`src/rtl/video_source_arbiter_if.sv`:
```
// Video source arbiter bus.
// Groups the per-source request/grant handshake, the shared timing inputs,
// the packed pixel inputs of all sources and the registered video output.
//   req      [N]      per-source request level
//   grant    [N]      one-hot owner, zero when idle
//   live              owner's pixels are being passed through
//   de_in / hsync_in / vsync_in   timing generator inputs
//   pix_in   [N*24]   source i RGB at [24i+23:24i] as {r,g,b}
//   r, g, b  [8]      video output
//   de / hsync / vsync            timing outputs, one cycle late
// slave  : the arbiter side.
// master : the side driving sources and timing and consuming the video.
interface video_source_arbiter_if #(
  parameter int N = 4
);
  logic [N-1:0]    req;
  logic [N-1:0]    grant;
  logic            live;
  logic            de_in;
  logic            hsync_in;
  logic            vsync_in;
  logic [N*24-1:0] pix_in;
  logic [7:0]      r;
  logic [7:0]      g;
  logic [7:0]      b;
  logic            de;
  logic            hsync;
  logic            vsync;

  modport slave (
    input  req, de_in, hsync_in, vsync_in, pix_in,
    output grant, live, r, g, b, de, hsync, vsync
  );

  modport master (
    output req, de_in, hsync_in, vsync_in, pix_in,
    input  grant, live, r, g, b, de, hsync, vsync
  );
endinterface

```
`src/rtl/video_source_arbiter.sv`:
```
// Frame-synchronous arbiter that shares one video output among N sources
// driven by a common timing generator. Ownership only moves on the rising
// edge of vsync_in (round-robin, with an optional minimum show quantum), and
// every new owner is blanked for MUTE whole frames so no partial frame is seen.
// Ports:
//   clock   pixel clock
//   reset   asynchronous, active-low reset
//   bus     video_source_arbiter_if.slave (requests, grant, timing, pixels)
module video_source_arbiter #(
  parameter int N    = 4,   // sources, 2..8
  parameter int MUTE = 2,   // black frames after each grant, 0..15
  parameter int HOLD = 3    // frames shown before preemption, 0 = never
) (
  input logic                   clock,
  input logic                   reset,
  video_source_arbiter_if.slave bus
);
  localparam int IW  = (N > 1) ? $clog2(N) : 1;
  localparam int IW1 = IW + 1;

  typedef enum logic [1:0] {S_IDLE, S_MUTE, S_SHOW} state_t;

  state_t        state_q, state_d;
  logic [IW-1:0] owner_q, owner_d;
  logic [IW-1:0] ptr_q, ptr_d;
  logic [IW-1:0] pick;
  logic [3:0]    count_q, count_d;
  logic [3:0]    frames_q, frames_d;
  logic [N-1:0]  grant_q, grant_d;
  logic [N-1:0]  others;
  logic          live_q, live_d;
  logic          vs_q;
  logic          fb;
  logic          take;
  logic          drop;
  logic [23:0]   pix_arr [N];
  logic [23:0]   rgb_q;
  logic          de_q, hs_q;

  // First requester at or after start, wrapping at N.
  function automatic logic [IW-1:0] rr_pick(input logic [N-1:0] cand,
                                            input logic [IW-1:0] start);
    logic [IW1-1:0] idx;
    logic [IW-1:0]  sel;
    logic           found;
    sel   = start;
    found = 1'b0;
    for (int k = 0; k < N; k++) begin
      idx = IW1'(start) + IW1'(k);
      if (idx >= IW1'(N)) idx = idx - IW1'(N);
      if (!found && cand[idx[IW-1:0]]) begin
        sel   = idx[IW-1:0];
        found = 1'b1;
      end
    end
    return sel;
  endfunction

  assign fb     = bus.vsync_in & ~vs_q;
  // The current owner is never a candidate, so the same pick serves the
  // idle grant, the release hand-over and preemption.
  assign others = bus.req & ~grant_q;
  assign pick   = rr_pick(others, ptr_q);

  always_comb begin
    // NOTE: every signal driven here gets a default first; a path that left
    // one unassigned would infer a latch.
    state_d  = state_q;
    owner_d  = owner_q;
    ptr_d    = ptr_q;
    count_d  = count_q;
    frames_d = frames_q;
    grant_d  = grant_q;
    take     = 1'b0;
    drop     = 1'b0;

    if (fb) begin
      unique case (state_q)
        S_IDLE: take = |others;
        S_MUTE: begin
          if (!bus.req[owner_q]) begin
            drop = 1'b1;
          end else begin
            count_d = count_q - 4'd1;
            if (count_d == 4'd0) begin
              state_d  = S_SHOW;
              frames_d = '0;
            end
          end
        end
        S_SHOW: begin
          frames_d = (frames_q == 4'hf) ? frames_q : frames_q + 4'd1;
          if (!bus.req[owner_q]) begin
            drop = 1'b1;
          end else if (HOLD != 0 && int'(frames_q) + 1 >= HOLD && |others) begin
            take = 1'b1;
          end
        end
        default: state_d = S_IDLE;
      endcase

      if (drop) begin
        if (|others) begin
          take = 1'b1;
        end else begin
          state_d = S_IDLE;
          grant_d = '0;
        end
      end

      if (take) begin
        owner_d  = pick;
        ptr_d    = (pick == IW'(N - 1)) ? '0 : pick + IW'(1);
        grant_d  = N'(1) << pick;
        frames_d = '0;
        if (MUTE == 0) begin
          state_d = S_SHOW;
        end else begin
          state_d = S_MUTE;
          count_d = 4'(MUTE);
        end
      end
    end

    live_d = (state_d == S_SHOW);
  end

  always_ff @(posedge clock or negedge reset) begin
    if (!reset) begin
      state_q  <= S_IDLE;
      owner_q  <= '0;
      ptr_q    <= '0;
      count_q  <= '0;
      frames_q <= '0;
      grant_q  <= '0;
      live_q   <= 1'b0;
    end else begin
      // NOTE: non-blocking assignments make every register sample the values
      // from before this edge, independent of statement order.
      state_q  <= state_d;
      owner_q  <= owner_d;
      ptr_q    <= ptr_d;
      count_q  <= count_d;
      frames_q <= frames_d;
      grant_q  <= grant_d;
      live_q   <= live_d;
    end
  end

  always_comb begin
    for (int i = 0; i < N; i++) pix_arr[i] = bus.pix_in[24*i +: 24];
  end

  // The pixel mux looks at live_q/owner_q, i.e. the state held this cycle,
  // so on a boundary edge the outgoing owner still supplies that pixel.
  // vs_q doubles as the delayed vsync output.
  always_ff @(posedge clock or negedge reset) begin
    if (!reset) begin
      vs_q  <= 1'b0;
      de_q  <= 1'b0;
      hs_q  <= 1'b0;
      rgb_q <= '0;
    end else begin
      vs_q  <= bus.vsync_in;
      de_q  <= bus.de_in;
      hs_q  <= bus.hsync_in;
      rgb_q <= (live_q && bus.de_in) ? pix_arr[owner_q] : 24'h000000;
    end
  end

  assign bus.grant = grant_q;
  assign bus.live  = live_q;
  assign bus.r     = rgb_q[23:16];
  assign bus.g     = rgb_q[15:8];
  assign bus.b     = rgb_q[7:0];
  assign bus.de    = de_q;
  assign bus.hsync = hs_q;
  assign bus.vsync = vs_q;
endmodule

```
`src/flat_wrapper.sv`:
```
// flat-port wrapper written by rule: the top's interface ports become plain ports
module video_source_arbiter_flat 
#(
  parameter int N    = 4,                   
  parameter int MUTE = 2,                                          
  parameter int HOLD = 3                                                
)
  (clock, reset, bus_req, bus_de_in, bus_hsync_in, bus_vsync_in, bus_pix_in, bus_grant, bus_live, bus_r, bus_g, bus_b, bus_de, bus_hsync, bus_vsync);
  video_source_arbiter_if #(.N(N)) bus_i ();
  input logic clock;
  input logic reset;
  input wire logic [$bits(bus_i.req)-1:0] bus_req;
  input wire logic [$bits(bus_i.de_in)-1:0] bus_de_in;
  input wire logic [$bits(bus_i.hsync_in)-1:0] bus_hsync_in;
  input wire logic [$bits(bus_i.vsync_in)-1:0] bus_vsync_in;
  input wire logic [$bits(bus_i.pix_in)-1:0] bus_pix_in;
  output wire logic [$bits(bus_i.grant)-1:0] bus_grant;
  output wire logic [$bits(bus_i.live)-1:0] bus_live;
  output wire logic [$bits(bus_i.r)-1:0] bus_r;
  output wire logic [$bits(bus_i.g)-1:0] bus_g;
  output wire logic [$bits(bus_i.b)-1:0] bus_b;
  output wire logic [$bits(bus_i.de)-1:0] bus_de;
  output wire logic [$bits(bus_i.hsync)-1:0] bus_hsync;
  output wire logic [$bits(bus_i.vsync)-1:0] bus_vsync;
  assign bus_i.req = bus_req;
  assign bus_i.de_in = bus_de_in;
  assign bus_i.hsync_in = bus_hsync_in;
  assign bus_i.vsync_in = bus_vsync_in;
  assign bus_i.pix_in = bus_pix_in;
  assign bus_grant = bus_i.grant;
  assign bus_live = bus_i.live;
  assign bus_r = bus_i.r;
  assign bus_g = bus_i.g;
  assign bus_b = bus_i.b;
  assign bus_de = bus_i.de;
  assign bus_hsync = bus_i.hsync;
  assign bus_vsync = bus_i.vsync;
  video_source_arbiter #(.N(N), .MUTE(MUTE), .HOLD(HOLD)) u_core (.clock(clock), .reset(reset), .bus(bus_i));
endmodule
```
`config.mk`:
```
export PLATFORM = sky130hd
export DESIGN_NAME = video_source_arbiter_flat
export DESIGN_NICKNAME = d
export VERILOG_FILES = /design/src/rtl/video_source_arbiter_if.sv /design/src/rtl/video_source_arbiter.sv /design/src/flat_wrapper.sv
export SDC_FILE = /design/constraint.sdc
export NUM_CORES = 1
export LEC_CHECK = 0
export ABC_AREA = 1
export CAP_MARGIN = 10
export CORE_MARGIN = 3
export CORE_UTILIZATION = 38
export CTS_CLUSTER_SIZE = 30
export DETAILED_ROUTE_END_ITERATION = 16
export PLACE_DENSITY_LB_ADDON = 0.1
export SLEW_MARGIN = 10
export SYNTH_ARGS = -nofsm -noshare
export SYNTH_HDL_FRONTEND = slang
export SYNTH_SLANG_ARGS = --single-unit
```
`constraint.sdc`:
```
create_clock -name clock -period 1.9 [get_ports clock]
set_input_delay 0.38 -clock clock [delete_from_list [all_inputs] [get_ports clock]]
set_output_delay 0.38 -clock clock [all_outputs]
set_load 0.005 [all_outputs]
```
==> impl_metrics.yaml, run 1 <==
setup_path:
  r2r_slack_ns: -0.08
  r2r_cells: 15
  crit_arrival_ns: 2.17
  worstPathMaxFanout: 8
  crit_chain: "clkinv_4 -> nand3_4 -> nand2_4 -> nand2_2 -> nand2_2 -> nor2_4 -> nand2_1 -> nand2_2 -> nand2_2 -> nand2_2 -> nand2_2 -> buf_6 -> ha_4 -> nand2_1 -> o21ai_1"
  critical_path.max_stage_delay_ns: 0.48
  cp-end-kind: "register"
  slowest_stage: "dfrtp_2"
  path_class: "register to register"
  critPathMostFrequentCell: "nand2_2"
  required_ns: 2.09
  critPathCapture: "u_core.bus.grant[0]$_DFFE_PN0P_"
  startpoint_type: "register"
  r2r-end: "u_core.bus.grant[0]$_DFFE_PN0P_"
  rr_startpoint: "u_core.ptr_q[0]$_DFFE_PN0P_"
  startpoint: "u_core.ptr_q[0]$_DFFE_PN0P_"
synthesis:
  yosysTopAreaCell: "dfrtp_1"
  yosys_warnings: 0
  synthesis.area_sq_um: 2990
  synth_ff_type: "dfrtp_1"
  synth.yosys.seq_area_share_pct: 38.5
  synth_common_cells: "nor2_1 (107), nand2_1 (84), o21ai_0 (59)"
  syn_nets: 556
  synth_seq_cells: 46
  synth.distinct_cells: 29
  synth.most_common_cell: "nor2_1"
  synth_cells: 439
  synth_top_cell_area_share_pct: 38.5
  postSynthAreaPerCell_sq_um: 6.81
  synth_edf_count: 0
  ys_async_sr_fraction_pct: 100
  synthTopCellsByArea: "dfrtp_1 (38%), nor2_1 (13%), nand2_1 (11%), o21ai_0 (9.9%), nand3_1 (5.2%)"
power_and_ir_drop:
  power_density_nw_per_um2: 1110
  finalPower_w: 0.00540
  p_leak_nw: 2.20
  ir_drop_mv: 0.540
floorplan:
  die_area_sq_um: 8970
  core.rowCount: 31
  coreArea_sq_um: 7450
  num_io_pins: 137
  die_y_um: 94.7
  initial_core_util_pct: 40.2
  die_width_um: 94.7
sta:
  hold_viol_final: 0
  relSlewSlack_pct: 62.2
  fin_tns_setup_ns: -0.235
  setup_ws_ns: -0.0842
  tightest_slew_ns: 0.566
  min_period_ns: 1.98
  timing.fmax_mhz: 504
  period_share_pct: 104
  rsz0062_at_grt: "true"
  maxSlewViolCount: 0
  setup_viol: 4
  clock_skew_ns: 0.0123
global_route:
  antenna_found_initial: 0
  grt_max_degree: 50
  grt_pass1_wl_mm: 15.1
  grt_pass1_vias: 3358
  grtUsageTotal_pct: 21.3
  overflow: 0
clocking:
  cts_buffer_depth: 2
  clk-insertion-delay-late_ns: 0.30
  cts_made_buffers: 5
  cts_tree: "built"
  cts.sinks: 46
  clk_pin_slew_ns: 0.09
  h-tree-depth: 2
  cts_root_buffer: "clkbuf_8"
layout:
  drive_gt1_share_pct: 15.4
  seq_area_sq_um: 1150
  fin_nets: 706
  area_delta_synth_final_pct: 62.2
  antenna_cells: 0
  multi_input_area_sq_um: 1790
  nFillCells: 663
flow_run:
  cap_violations: 0
outcome:
  failed_checks: "negative setup slack"
  status: "finished, violations left"
detailed_routing:
  vias: 3411
  drcViolationCount: 0
  drtPass1Iterations: 5
  ant_nets: 0
  avgRoutedWirePerCell_um: 14.1
  via_per_inst: 4.95
  routed_wl_mm: 9.72
  drt_iter0_drc: 151
hold_path:
  hp-class: "primary input to asynchronous set/reset pin"
placed_design:
  portBuffers: 136
  pre_cts_ws_ns: -0.363
  place_congestion: 0.875
  hpwlAfterDp_mm: 7.26
==> state kept, by name, indices dropped and copies added, names as in the netlist <==
register          flops
u_core.owner_q        2
u_core.ptr_q          2
u_core.rgb_q         24
u_core.bus.de         1
u_core.count_q        4
u_core.bus.hsync      1
u_core.bus.grant      4
u_core.frames_q       4
u_core.state_q        2
u_core.bus.live       1
u_core.bus.vsync      1
==> layout make-up <==
cell class,instances,area share [%]
multi-input combinational,341,36.9
inverter,32,2.63
clock buffer,7,1.78
tap,99,2.55
sequential,46,23.7
timing repair buffer,163,32.3
clock inverter,1,0.103
==> report_power, final <==
group | switching (W) | internal, W | leakage [nW]
registers | 0.000132 | 0.00110 | 0.618
clock network | 0.000326 | 0.000294 | 0.0482
logic | 0.00210 | 0.00145 | 1.53
total | 0.00255 | 0.00285 | 2.20
==> layout by cell type (no fill, tap or decap), types with 6 or more instances in the layout <==
master / netlist / routed
ha_1: 12 / 9
nand2_2: 4 / 23
nand3_1: 31 / 24
dfrtp_1: 46 / 45
nand2_1: 84 / 64
o21ai_0: 59 / 56
inv_2: 4 / 7
inv_1: 27 / 23
clkdlybuf4s50_1: 0 / 131
buf_4: 2 / 25
clkbuf_8: 0 / 6
a21oi_1: 25 / 25
nor2_1: 107 / 106
==> critical path: cells and delay by family (launching register included) <==
kind,cells,cell delay (ns)
and+or+nand+nor,11,0.89
DFF,1,0.48
buffers and inverters,2,0.29
adders and majority gates,1,0.14
AOI/OAI and AO/OA,1,0.07
==> metal layers <==
layer	global-route usage [%]	up-vias	wire length (um)
met5	0	-	0
met4	6.85	0	238
met3	8.05	23	869
met2	36.6	135	4750
met1	24.3	1547	3860
li1	-	1706	-
==> metrics by stage <==
step	util (%)	hold WS, ns	cell area (sq um)	instances
detailed placement	61.2	0.416	4560	679
floorplan	-	0.0844	2990	439
CTS	62.8	0.0766	4670	687
global placement	61.2	0.412	4560	679
finish	65.2	0.0611	4850	689
global route	65.2	0.101	4850	689
==> what timing repair did <==
| item | in CTS | in global routing |
|---|---|---|
| setup endpoints to repair | 5 | 6 |
| gates resized for setup | 11 | 46 |
| pin swaps | 1 | 18 |
| hold buffers | 0 | 0 |
| endpoints found under the hold margin | 0 | 0 |
| buffers inserted | 0 | 2 |
==> worst min path at each step <==
stage / cells past startpoint / slack (ns) / to
2_1_floorplan: 0 / 0.08 / u_core.bus.de$_DFF_PN0_
3_3_place_gp: 1 / 0.41 / u_core.bus.hsync$_DFF_PN0_
3_5_place_dp: 1 / 0.42 / u_core.bus.hsync$_DFF_PN0_
4_1_cts: 1 / 0.08 / u_core.owner_q[0]$_DFFE_PN0P_
5_1_grt: 1 / 0.10 / u_core.owner_q[0]$_DFFE_PN0P_
6_report: 1 / 0.06 / u_core.owner_q[0]$_DFFE_PN0P_
==> cells by family (layout without fill, tap and decap cells) <==
group | Yosys count | count (layout) | synth area share, %
DFF | 46 | 46 | 38.5
xor gates and xnor gates | 2 | 2 | 0.586
AOI/OAI and AO/OA | 89 | 89 | 15.2
and+or+nand+nor | 238 | 238 | 33.3
adders and majority gates | 12 | 12 | 5.02
buffers and inverters | 52 | 203 | 7.44
(Power assumes the default switching activity.)
==> inputs of run 2 (changes only) <==
--- a/config.mk
+++ b/config.mk
@@ -9,7 +9,7 @@
 export CAP_MARGIN = 10
 export CORE_MARGIN = 3
 export CORE_UTILIZATION = 38
-export CTS_CLUSTER_SIZE = 30
+export CTS_CLUSTER_SIZE = 20
 export DETAILED_ROUTE_END_ITERATION = 16
 export PLACE_DENSITY_LB_ADDON = 0.1
 export SLEW_MARGIN = 10
==> results of run 2 <==
Final layout, timing and power as in run 1 (identical DEF).
